$ cat src/rtl/cycle_counter.sv
// 32-bit saturating cycle counter with synchronous clear and count enable.
// Single cycle; clear has priority over enable.
module cycle_counter (
  input  logic        clk,
  input  logic        rst,
  input  logic        i_clear,
  input  logic        i_enable,
  output logic [31:0] o_count
);

  logic [31:0] r_count;

  always_ff @(posedge clk) begin
    if (!rst) begin
      r_count <= '0;
    end else if (i_clear) begin
      r_count <= '0;
    end else if (i_enable && (r_count != 32'hFFFF_FFFF)) begin
      r_count <= r_count + 32'd1;
    end
  end

  assign o_count = r_count;

endmodule

$ cat config.mk
export PLATFORM = sky130hd
export DESIGN_NAME = cycle_counter
export DESIGN_NICKNAME = d
export VERILOG_FILES = /design/src/rtl/cycle_counter.sv
export SDC_FILE = /design/constraint.sdc
export NUM_CORES = 1
export LEC_CHECK = 0
export ABC_AREA = 1
export ABC_CLOCK_PERIOD_IN_PS = 5100
export CAP_MARGIN = 20
export CORE_MARGIN = 5
export CORE_UTILIZATION = 40
export CTS_BUF_LIST = sky130_fd_sc_hd__clkbuf_16
export DETAILED_ROUTE_END_ITERATION = 10
export GPL_ROUTABILITY_DRIVEN = 1
export PLACE_DENSITY_LB_ADDON = 0.1
export SLEW_MARGIN = 0
export SYNTH_ARGS = -nofsm -noshare
export SYNTH_HDL_FRONTEND = slang
export SYNTH_SLANG_ARGS = --single-unit
$ cat constraint.sdc
create_clock -name clk -period 5.1 [get_ports clk]
set_clock_uncertainty 0.2 [all_clocks]
set_input_delay 1.02 -clock clk [delete_from_list [all_inputs] [get_ports clk]]
set_output_delay 1.02 -clock clk [all_outputs]
set_load 0.005 [all_outputs]
### Word-level counts from Yosys, hierarchy flattened

Cells that the tools add are included.

* output and inout port bits: 32
* register bits after elaboration: 32

* bitwise gates (word level): 1
* reduce and logical (&&, ||, !) cells: 2
* eq/ne operators: 1
* add/subtract/negate cells: 1

Operator list (number)
* adder 32 x 1 -> 32 bit, second input constant: 1
* inequality test 32 bit, second input constant: 1
* OR reduction 2 bit: 1
* logical AND 1 bit: 1
* NOT 1 bit: 1

### Logic depth before layout (Yosys ltp)

Gate-level depths: netlist (run 1).

* word-level depth: 2
* depth in mapped cells: 11
* gate-level depth less buffers: 11

### Worst setup path after synthesis (run 1)

Ideal clock, no wire load.

* path type: input -> register
* start: input port i_enable
* end: register r_count[23], in the netlist o_count[23]
* cell stages on the path: 6
* data arrival time: 1821 ps
* path slack: 2964 ps
* cell sequence: clkbuf_1 -> nand3b_1 -> nor3_1 -> nand3_1 -> nand2_1 -> nor2_1

* word-level cells in the longest chain between the ends: 1

RTL lines
* from (decl): RTL line 7 `input logic i_enable,`
* logical AND 1 bit: RTL line 18 `end else if (i_enable && (r_count != 32'hFFFF_FFFF)) begin`
* to (signal assigned): RTL line 19 `r_count <= r_count + 32'd1;`
* to (decl): RTL line 11 `logic [31:0] r_count;`

No other way between the ends.
A chain may end at the register's enable or synchronous reset.

### Worst setup path after layout (run 1)

* start: input port i_enable
* end: register r_count[29], in the netlist o_count[29]

The elaborated chain is that of the path after synthesis.

==> impl_metrics.prom, run 1 <==
# TYPE chip_impl_metric gauge
chip_impl_metric{name="max_slew.worst_pin.slew",unit="ns"} 0.427
chip_impl_metric{name="timing.critical_path.arrival",unit="ns"} 2.86
chip_impl_info{name="post-synth-top-area-cell",value="sky130_fd_sc_hd__dfxtp_1"} 1
chip_impl_metric{name="post_cts_buffers",unit=""} 0
chip_impl_metric{name="insertion_delay",unit="ns"} 0.28
chip_impl_metric{name="antenna_found_initial",unit=""} 0
chip_impl_metric{name="critical_path_required",unit="ns"} 5.07
chip_impl_info{name="hold_class",value="flip-flop to flip-flop"} 1
chip_impl_metric{name="count_of_standard_cell_rows",unit=""} 26
chip_impl_info{name="timing.rr.start",value="o_count[0]$_SDFFE_PP0P_"} 1
chip_impl_metric{name="seq_area_frac_synth",unit=""} 0.310
chip_impl_info{name="combinational_family_with_the_most_area_after_synthesis",value="simple AND/OR/NAND/NOR gates"} 1
chip_impl_metric{name="placed_cells",unit=""} 430
chip_impl_info{name="rsz0062_at_grt",value="false"} 1
chip_impl_metric{name="viasPerCell",unit=""} 4.80
chip_impl_metric{name="synth_seq_cells",unit=""} 32
chip_impl_metric{name="total_clock_sinks",unit=""} 32
chip_impl_metric{name="synth.net_count",unit=""} 337
chip_impl_metric{name="clkPwrFrac",unit=""} 0.513
chip_impl_metric{name="synth_cell_area",unit="um^2"} 2070
chip_impl_metric{name="die_width",unit="um"} 81.9
chip_impl_metric{name="setup_violations",unit=""} 0
chip_impl_metric{name="vias",unit=""} 2104
chip_impl_info{name="worstHoldStart",value="o_count[1]$_SDFFE_PP0P_"} 1
chip_impl_metric{name="edff_count_synth",unit=""} 0
chip_impl_info{name="synth.top_cells.by_area",value="sky130_fd_sc_hd__dfxtp_1, sky130_fd_sc_hd__nand2_1, sky130_fd_sc_hd__nor2_1"} 1
chip_impl_metric{name="critical_path.max_fanout",unit=""} 12
chip_impl_metric{name="powerDensity",unit="nW/um^2"} 214
chip_impl_info{name="commonest_cells_post_synth",value="sky130_fd_sc_hd__nand2_1, sky130_fd_sc_hd__nor2_1, sky130_fd_sc_hd__dfxtp_1, sky130_fd_sc_hd__inv_1, sky130_fd_sc_hd__nand3_1"} 1
chip_impl_info{name="crit_startpoint",value="i_enable"} 1
chip_impl_metric{name="period_minus_slack",unit="ns"} 2.88
chip_impl_metric{name="cts_max_level",unit=""} 2
chip_impl_metric{name="worstPathBufferInverterCount",unit=""} 2
chip_impl_metric{name="clock_tree.buffer_depth",unit=""} 2
chip_impl_metric{name="post_synth.cell_area_avg",unit="um^2"} 6.23
chip_impl_metric{name="final_hold_viol_count",unit=""} 0
chip_impl_metric{name="seqCellArea",unit="um^2"} 641
chip_impl_info{name="outcome",value="complete, no violations"} 1
chip_impl_info{name="synthMostInstantiatedCell",value="sky130_fd_sc_hd__nand2_1"} 1
chip_impl_metric{name="synth_largest_type_area_fraction",unit=""} 0.310
chip_impl_metric{name="totalWireLength",unit="mm"} 5.40
chip_impl_metric{name="yosysUniqueCellTypes",unit=""} 27
chip_impl_metric{name="drt_iter0_drc",unit=""} 180
chip_impl_metric{name="yosys-mux-area-fraction",unit=""} 0
chip_impl_metric{name="clkSlewWorstSetupHoldPaths",unit="ns"} 0.05
chip_impl_metric{name="post_synth_fa_ha_maj_area_fraction",unit=""} 0.00605
chip_impl_metric{name="grt_max_degree",unit=""} 30
chip_impl_metric{name="routed_wire_length_per_instance",unit="um"} 12.3
chip_impl_metric{name="multi_input_comb_area",unit="um^2"} 1230
chip_impl_metric{name="seq_power_share",unit=""} 0.454
chip_impl_metric{name="floorplan.initialDensity",unit=""} 0.408
chip_impl_metric{name="drtAntennaViolNets",unit=""} 0
chip_impl_metric{name="power.ir.vdd_worst",unit="uV"} 174
chip_impl_metric{name="chipHeight",unit="um"} 81.9
chip_impl_metric{name="post_cts.resized_instances",unit=""} 0
chip_impl_metric{name="number_of_cells_produced_by_synthesis",unit=""} 332
chip_impl_metric{name="yosysWarnings",unit=""} 0
chip_impl_metric{name="num_io_pins",unit=""} 36
chip_impl_metric{name="final.fill_count",unit=""} 549
chip_impl_metric{name="finalMaxSlewViolations",unit=""} 0
chip_impl_metric{name="slew-limit-headroom",unit=""} 0.714
chip_impl_metric{name="switching_share",unit=""} 0.216
chip_impl_metric{name="antennaDiodeCount",unit=""} 0
chip_impl_metric{name="drv.max_cap_violation_count",unit=""} 0
chip_impl_metric{name="cts_hold_repair.buffers",unit=""} 0
chip_impl_metric{name="final_layout_size_suffix_gt1_frac",unit=""} 0.101
chip_impl_info{name="tritoncts_clock_tree",value="done"} 1
chip_impl_metric{name="place_congestion",unit=""} 0.825
chip_impl_metric{name="synth_compound_area_frac",unit=""} 0.0671
chip_impl_metric{name="timing.fmax",unit="MHz"} 347
chip_impl_metric{name="vias_in_the_first_global_route",unit=""} 1904
chip_impl_metric{name="net_switching_power",unit="mW"} 0.120
chip_impl_metric{name="flip_flop_count_of_the_largest_register_after_layout",unit=""} 32
chip_impl_metric{name="synth_async_sr_flop_share",unit=""} 0
chip_impl_info{name="root_buffer",value="sky130_fd_sc_hd__clkbuf_16"} 1
chip_impl_metric{name="comb_power_share",unit=""} 0.033
chip_impl_metric{name="global_route.overflow_total",unit=""} 0
chip_impl_metric{name="synth-simple-area-share",unit=""} 0.514
chip_impl_metric{name="post-route-drc-count",unit=""} 0
chip_impl_metric{name="coreArea",unit="um^2"} 5070
chip_impl_metric{name="leak_pwr",unit="nW"} 0.937
chip_impl_info{name="worstSetupEndpointType",value="flip-flop"} 1
chip_impl_info{name="critical_path.top_delay_family",value="simple AND/OR/NAND/NOR gates"} 1
chip_impl_metric{name="internal_power",unit="mW"} 0.435
chip_impl_metric{name="drt_first_pass_iters",unit=""} 5
chip_impl_metric{name="first_pass_grt_wire_length",unit="mm"} 9.13
chip_impl_metric{name="layout-area-overhead-vs-synth",unit="%"} 25.2
chip_impl_metric{name="number_of_clock_buffers_inserted_by_tritoncts",unit=""} 5
chip_impl_metric{name="floorplan.die_area",unit="um^2"} 6710
chip_impl_info{name="cp_cell_sequence",value="clkdlybuf4s50_1, nand2_1, nor2_1, nand3_1, inv_1, nand2_1, nor2_1, nand3_1, nand2_1, nor2_1"} 1
chip_impl_metric{name="io_buffers",unit=""} 35
chip_impl_metric{name="num-nets-final",unit=""} 372
chip_impl_metric{name="fin_cells",unit=""} 438
chip_impl_metric{name="setup_tns",unit="ns"} 0
chip_impl_metric{name="post_synth_xor_area_fraction",unit=""} 0.00846
chip_impl_metric{name="place_hpwl",unit="mm"} 4.04
chip_impl_info{name="critPathSlowestCell",value="sky130_fd_sc_hd__clkdlybuf4s50_1"} 1
chip_impl_info{name="ys.flop_type",value="sky130_fd_sc_hd__dfxtp_1"} 1
chip_impl_info{name="setup.worst_path.class",value="input pin to flip-flop"} 1
chip_impl_metric{name="cpPeakStageDelay",unit="ns"} 0.73
chip_impl_info{name="cp-start-kind",value="input pin"} 1
chip_impl_metric{name="all_layer_global_routing_usage",unit=""} 0.177
chip_impl_metric{name="layout_worst_path_cycle_share",unit=""} 0.566
layout make-up:
class	instances	share of cell area
inverter	35	0.0507
clock buffer	5	0.0483
tap	70	0.0338
sequential	32	0.247
timing repair buffer	36	0.138
multi-input combinational	257	0.477
clock inverter	3	0.00531
power groups by stage:
stage                     clock network, mW  logic, mW  registers (mW)
after floorplan                           0     0.0121           0.257
after global placement                    0     0.0182           0.257
after detailed placement                  0     0.0184           0.257
after CTS                             0.291     0.0185           0.252
after global routing                  0.300     0.0208           0.252
final                                 0.285     0.0182           0.252
placed cells by master, fill, tap and decap left out, types with 2 or more instances in the layout:
| cell type | synthesis | layout |
|---|---|---|
| sky130_fd_sc_hd__a21oi_1 | 25 | 25 |
| sky130_fd_sc_hd__clkbuf_16 | 0 | 5 |
| sky130_fd_sc_hd__clkdlybuf4s50_1 | 0 | 35 |
| sky130_fd_sc_hd__clkinv_2 | 0 | 2 |
| sky130_fd_sc_hd__dfxtp_1 | 32 | 32 |
| sky130_fd_sc_hd__inv_1 | 32 | 32 |
| sky130_fd_sc_hd__inv_2 | 3 | 3 |
| sky130_fd_sc_hd__nand2_1 | 88 | 88 |
| sky130_fd_sc_hd__nand2_2 | 8 | 8 |
| sky130_fd_sc_hd__nand3_1 | 27 | 27 |
| sky130_fd_sc_hd__nand3_2 | 3 | 3 |
| sky130_fd_sc_hd__nand3_4 | 2 | 2 |
| sky130_fd_sc_hd__nand3b_1 | 3 | 3 |
| sky130_fd_sc_hd__nand4_1 | 5 | 5 |
| sky130_fd_sc_hd__nor2_1 | 72 | 71 |
| sky130_fd_sc_hd__nor2_2 | 2 | 3 |
| sky130_fd_sc_hd__nor2_4 | 6 | 6 |
| sky130_fd_sc_hd__nor3_1 | 7 | 7 |
| sky130_fd_sc_hd__xor2_1 | 2 | 2 |
worst reg2reg max path, cell delays in order (launching register included):
cell and delay (ns):
sky130_fd_sc_hd__dfxtp_1 0.40, sky130_fd_sc_hd__ha_1 0.23, sky130_fd_sc_hd__nand2_2 0.09, sky130_fd_sc_hd__nor2_4 0.17, sky130_fd_sc_hd__nand2_4 0.08, sky130_fd_sc_hd__nor2_4 0.12
sky130_fd_sc_hd__nand3_4 0.25, sky130_fd_sc_hd__nand2_2 0.22, sky130_fd_sc_hd__nand2_1 0.07, sky130_fd_sc_hd__nand2_1 0.05, sky130_fd_sc_hd__nor2_1 0.04
through the flow:
stage / setup WS, ns / cell area [um^2] / utilization / hold WS, ns / power (mW)
CTS: 2.24 / 2590 / 0.511 / 0.321 / 0.562
floorplan: 2.96 / 2070 / - / 0.297 / 0.269
global route: 2.03 / 2590 / 0.511 / 0.360 / 0.573
detailed placement: 1.95 / 2450 / 0.483 / 0.314 / 0.276
global placement: 1.96 / 2450 / 0.483 / 0.310 / 0.276
finish: 2.22 / 2590 / 0.511 / 0.312 / 0.555
path summary, 6_finish.rpt:
| check | cells past startpoint | end | slack [ns] |
|---|---|---|---|
| setup / recovery | 10 | o_count[29]$_SDFFE_PP0P_ | 2.22 |
| setup reg to reg | 10 | o_count[2]$_SDFFE_PP0P_ | 3.07 |
| hold reg to reg | 2 | o_count[1]$_SDFFE_PP0P_ | 0.31 |
| hold / removal | 2 | o_count[1]$_SDFFE_PP0P_ | 0.31 |
logic make-up after synthesis:
logic type / Yosys count
xor gates and xnor gates: 2
buffers and inverters: 43
and+or+nand+nor: 227
DFF: 32
adders and majority gates: 1
AOI/OAI and AO/OA: 27
layer usage:
metal	track usage	routed length (um)	vias up
met1	0.249	2680	935
met5	0	0	-
li1	-	-	1113
met4	0.0532	59	0
met3	0.0395	278	6
met2	0.267	2380	50
Power figures use the tool's default switching activity.
==> inputs of run 2 (changes only) <==
--- a/config.mk
+++ b/config.mk
@@ -6,7 +6,7 @@
 export NUM_CORES = 1
 export LEC_CHECK = 0
 export ABC_AREA = 1
-export ABC_CLOCK_PERIOD_IN_PS = 5100
+export ABC_CLOCK_PERIOD_IN_PS = 2400
 export CAP_MARGIN = 20
 export CORE_MARGIN = 5
 export CORE_UTILIZATION = 40
==> constraint.sdc (replaced) <==
create_clock -name clk -period 2.4 [get_ports clk]
set_clock_uncertainty 0.2 [all_clocks]
set_input_delay 0.48 -clock clk [delete_from_list [all_inputs] [get_ports clk]]
set_output_delay 0.48 -clock clk [all_outputs]
set_load 0.005 [all_outputs]
==> run 2 against run 1 <==
- clock power increased by 110%
- non-clock buffer count increased by 3
- combinational power increased by 130%
- critical path depth unchanged
- sequential power increased by 110%
- sequential cell count unchanged
==> impl_metrics.prom, run 2 (synthesized netlist as in run 1, its figures left out) <==
# TYPE chip_impl_metric gauge
chip_impl_metric{name="antenna_found_initial",unit=""} 0
chip_impl_info{name="tritoncts_clock_tree",value="done"} 1
chip_impl_metric{name="layout-area-overhead-vs-synth",unit="%"} 26.2
chip_impl_metric{name="timing.critical_path.arrival",unit="ns"} 1.99
chip_impl_metric{name="max_slew.worst_pin.slew",unit="ns"} 0.359
chip_impl_info{name="critical_path.top_delay_family",value="simple AND/OR/NAND/NOR gates"} 1
chip_impl_info{name="outcome",value="complete, no violations"} 1
chip_impl_metric{name="setup_tns",unit="ns"} 0
chip_impl_metric{name="grt_max_degree",unit=""} 30
chip_impl_info{name="timing.rr.start",value="o_count[0]$_SDFFE_PP0P_"} 1
chip_impl_metric{name="rrSetupSlack",unit="ns"} 0.38
chip_impl_metric{name="num-nets-final",unit=""} 375
chip_impl_metric{name="post_cts.resized_instances",unit=""} 0
chip_impl_metric{name="chipHeight",unit="um"} 81.9
chip_impl_info{name="worstHoldStart",value="o_count[5]$_SDFFE_PP0P_"} 1
chip_impl_metric{name="placed_cells",unit=""} 433
chip_impl_metric{name="report.power.total",unit="mW"} 1.17
chip_impl_metric{name="place_congestion",unit=""} 0.899
chip_impl_metric{name="insertion_delay",unit="ns"} 0.28
chip_impl_info{name="critPathSlowestCell",value="sky130_fd_sc_hd__dfxtp_1"} 1
chip_impl_metric{name="post_cts_buffers",unit=""} 0
chip_impl_metric{name="coreArea",unit="um^2"} 5070
chip_impl_metric{name="clock_tree.buffer_depth",unit=""} 2
chip_impl_metric{name="post-route-drc-count",unit=""} 0
chip_impl_metric{name="antennaDiodeCount",unit=""} 0
chip_impl_metric{name="totalWireLength",unit="mm"} 5.40
chip_impl_metric{name="first_pass_grt_wire_length",unit="mm"} 9.60
chip_impl_info{name="cp-start-kind",value="flip-flop"} 1
chip_impl_metric{name="viasPerCell",unit=""} 4.75
chip_impl_metric{name="io_buffers",unit=""} 35
chip_impl_info{name="final_common_cell",value="sky130_fd_sc_hd__nand2_1"} 1
chip_impl_metric{name="placed_standard_cell_area",unit="um^2"} 2470
chip_impl_metric{name="routed_wire_length_per_instance",unit="um"} 12.2
chip_impl_metric{name="leak_pwr",unit="nW"} 0.955
chip_impl_metric{name="timing.fmax",unit="MHz"} 495
chip_impl_metric{name="finalMaxSlewViolations",unit=""} 0
chip_impl_metric{name="cts_hold_repair.buffers",unit=""} 0
chip_impl_metric{name="clkSlewWorstSetupHoldPaths",unit="ns"} 0.05
chip_impl_metric{name="all_layer_global_routing_usage",unit=""} 0.185
chip_impl_metric{name="count_of_standard_cell_rows",unit=""} 26
chip_impl_info{name="timing.rr.end",value="o_count[2]$_SDFFE_PP0P_"} 1
chip_impl_metric{name="critical_path.max_fanout",unit=""} 25
chip_impl_metric{name="vias_in_the_first_global_route",unit=""} 2046
chip_impl_metric{name="layout_worst_path_cycle_share",unit=""} 0.843
chip_impl_info{name="final_cell_mix",value="sky130_fd_sc_hd__nand2_1, sky130_fd_sc_hd__nor2_1, sky130_fd_sc_hd__clkdlybuf4s50_1, sky130_fd_sc_hd__inv_1, sky130_fd_sc_hd__dfxtp_1"} 1
chip_impl_metric{name="post-route-cell-area",unit="um^2"} 2610
chip_impl_metric{name="critical_path_required",unit="ns"} 2.37
chip_impl_metric{name="place_hpwl",unit="mm"} 4.05
chip_impl_metric{name="powerDensity",unit="nW/um^2"} 450
chip_impl_metric{name="num_io_pins",unit=""} 36
chip_impl_metric{name="drt_first_pass_iters",unit=""} 4
chip_impl_metric{name="floorplan.die_area",unit="um^2"} 6710
chip_impl_metric{name="vias",unit=""} 2095
chip_impl_metric{name="period_minus_slack",unit="ns"} 2.02
chip_impl_metric{name="die_width",unit="um"} 81.9
chip_impl_metric{name="total_clock_sinks",unit=""} 32
chip_impl_metric{name="min_delay_path_depth",unit=""} 2
chip_impl_info{name="root_buffer",value="sky130_fd_sc_hd__clkbuf_16"} 1
chip_impl_metric{name="floorplan.initialDensity",unit=""} 0.408
chip_impl_metric{name="drv.max_cap_violation_count",unit=""} 0
chip_impl_metric{name="worstPathBufferInverterCount",unit=""} 0
chip_impl_metric{name="final_hold_viol_count",unit=""} 0
chip_impl_metric{name="setup_violations",unit=""} 0
chip_impl_metric{name="fin_cells",unit=""} 441
chip_impl_info{name="hold_end",value="o_count[5]$_SDFFE_PP0P_"} 1
chip_impl_metric{name="cpPeakStageDelay",unit="ns"} 0.40
chip_impl_metric{name="number_of_clock_buffers_inserted_by_tritoncts",unit=""} 5
chip_impl_info{name="setup.worst_path.class",value="flip-flop to flip-flop"} 1
chip_impl_info{name="cp_cell_sequence",value="ha_1, nand2_2, nor2_4, nand2_4, nor2_4, nand3_4, nand2_2, nand2_1, nand2_1, nor2_1"} 1
chip_impl_metric{name="final_layout_size_suffix_gt1_frac",unit=""} 0.102
chip_impl_info{name="hold_class",value="flip-flop to flip-flop"} 1
chip_impl_metric{name="global_route.overflow_total",unit=""} 0
chip_impl_metric{name="flip_flop_count_of_the_largest_register_after_layout",unit=""} 32
chip_impl_metric{name="drtAntennaViolNets",unit=""} 0
chip_impl_metric{name="slew-limit-headroom",unit=""} 0.759
chip_impl_metric{name="power.ir.vdd_worst",unit="uV"} 232
chip_impl_metric{name="drt_iter0_drc",unit=""} 180
chip_impl_info{name="rsz0062_at_grt",value="false"} 1
chip_impl_metric{name="worst_r2r_path_depth",unit=""} 10
chip_impl_info{name="worstSetupEndpointType",value="flip-flop"} 1
chip_impl_metric{name="cts_max_level",unit=""} 2
[run 2: cell types whose count changed in the layout (fill, tap and decap cells not counted)]
| cell | before | now |
|---|---|---|
| sky130_fd_sc_hd__inv_1 | 32 | 34 |
| sky130_fd_sc_hd__buf_4 | 1 | 4 |
| sky130_fd_sc_hd__clkinv_2 | 2 | 0 |
[run 2: worst max-delay path by stage]
stage | start | end | slack, ns | cells past startpoint
final | o_count[0]$_SDFFE_PP0P_ | o_count[2]$_SDFFE_PP0P_ | 0.38 | 10
after global routing | o_count[0]$_SDFFE_PP0P_ | o_count[2]$_SDFFE_PP0P_ | 0.14 | 10
after CTS | o_count[0]$_SDFFE_PP0P_ | o_count[2]$_SDFFE_PP0P_ | 0.36 | 10
after detailed placement | i_enable | o_count[15]$_SDFFE_PP0P_ | 0.15 | 10
after global placement | i_enable | o_count[29]$_SDFFE_PP0P_ | 0.17 | 10
after floorplan | o_count[0]$_SDFFE_PP0P_ | o_count[26]$_SDFFE_PP0P_ | 0.64 | 9
[run 2: final cells by class]
| type | instances | area, um^2 |
|---|---|---|
| Timing Repair Buffer | 39 | 380 |
| Clock inverter | 3 | 11.3 |
| Inverter | 35 | 131 |
| Multi-Input combinational cell | 257 | 1230 |
| Sequential cell | 32 | 641 |
| Clock buffer | 5 | 125 |
| Tap cell | 70 | 87.6 |
| Fill cell | 554 | 2460 |
[run 2: worst register-to-register path: cells and delay by family, from the launching register on]
family | cells | cell delay (ns)
and+or+nand+nor | 9 | 1.10
adders and majority gates | 1 | 0.22
DFF | 1 | 0.40
[run 2: report_power, final]
group / leakage [nW] / switching [mW] / internal [mW]
sequential: 0.258 / 0.00241 / 0.533
combinational: 0.623 / 0.0241 / 0.0181
clock: 0.0738 / 0.223 / 0.373
total: 0.955 / 0.250 / 0.924
[run 2: routing by layer]
metal / up-vias / global-route usage / wire length [um]
met5: - / 0 / 0
met4: 0 / 0.0631 / 85
met3: 10 / 0.0362 / 281
met2: 46 / 0.284 / 2280
met1: 913 / 0.257 / 2750
li1: 1126 / - / -
[run 2: stage by stage]
stage	hold slack, ns	utilization	setup slack [ns]
6_report	0.320	0.515	0.378
5_1_grt	0.355	0.515	0.137
4_1_cts	0.325	0.515	0.361
3_5_place_dp	0.314	0.488	0.146
3_3_place_gp	0.316	0.488	0.171
2_1_floorplan	0.297	-	0.639
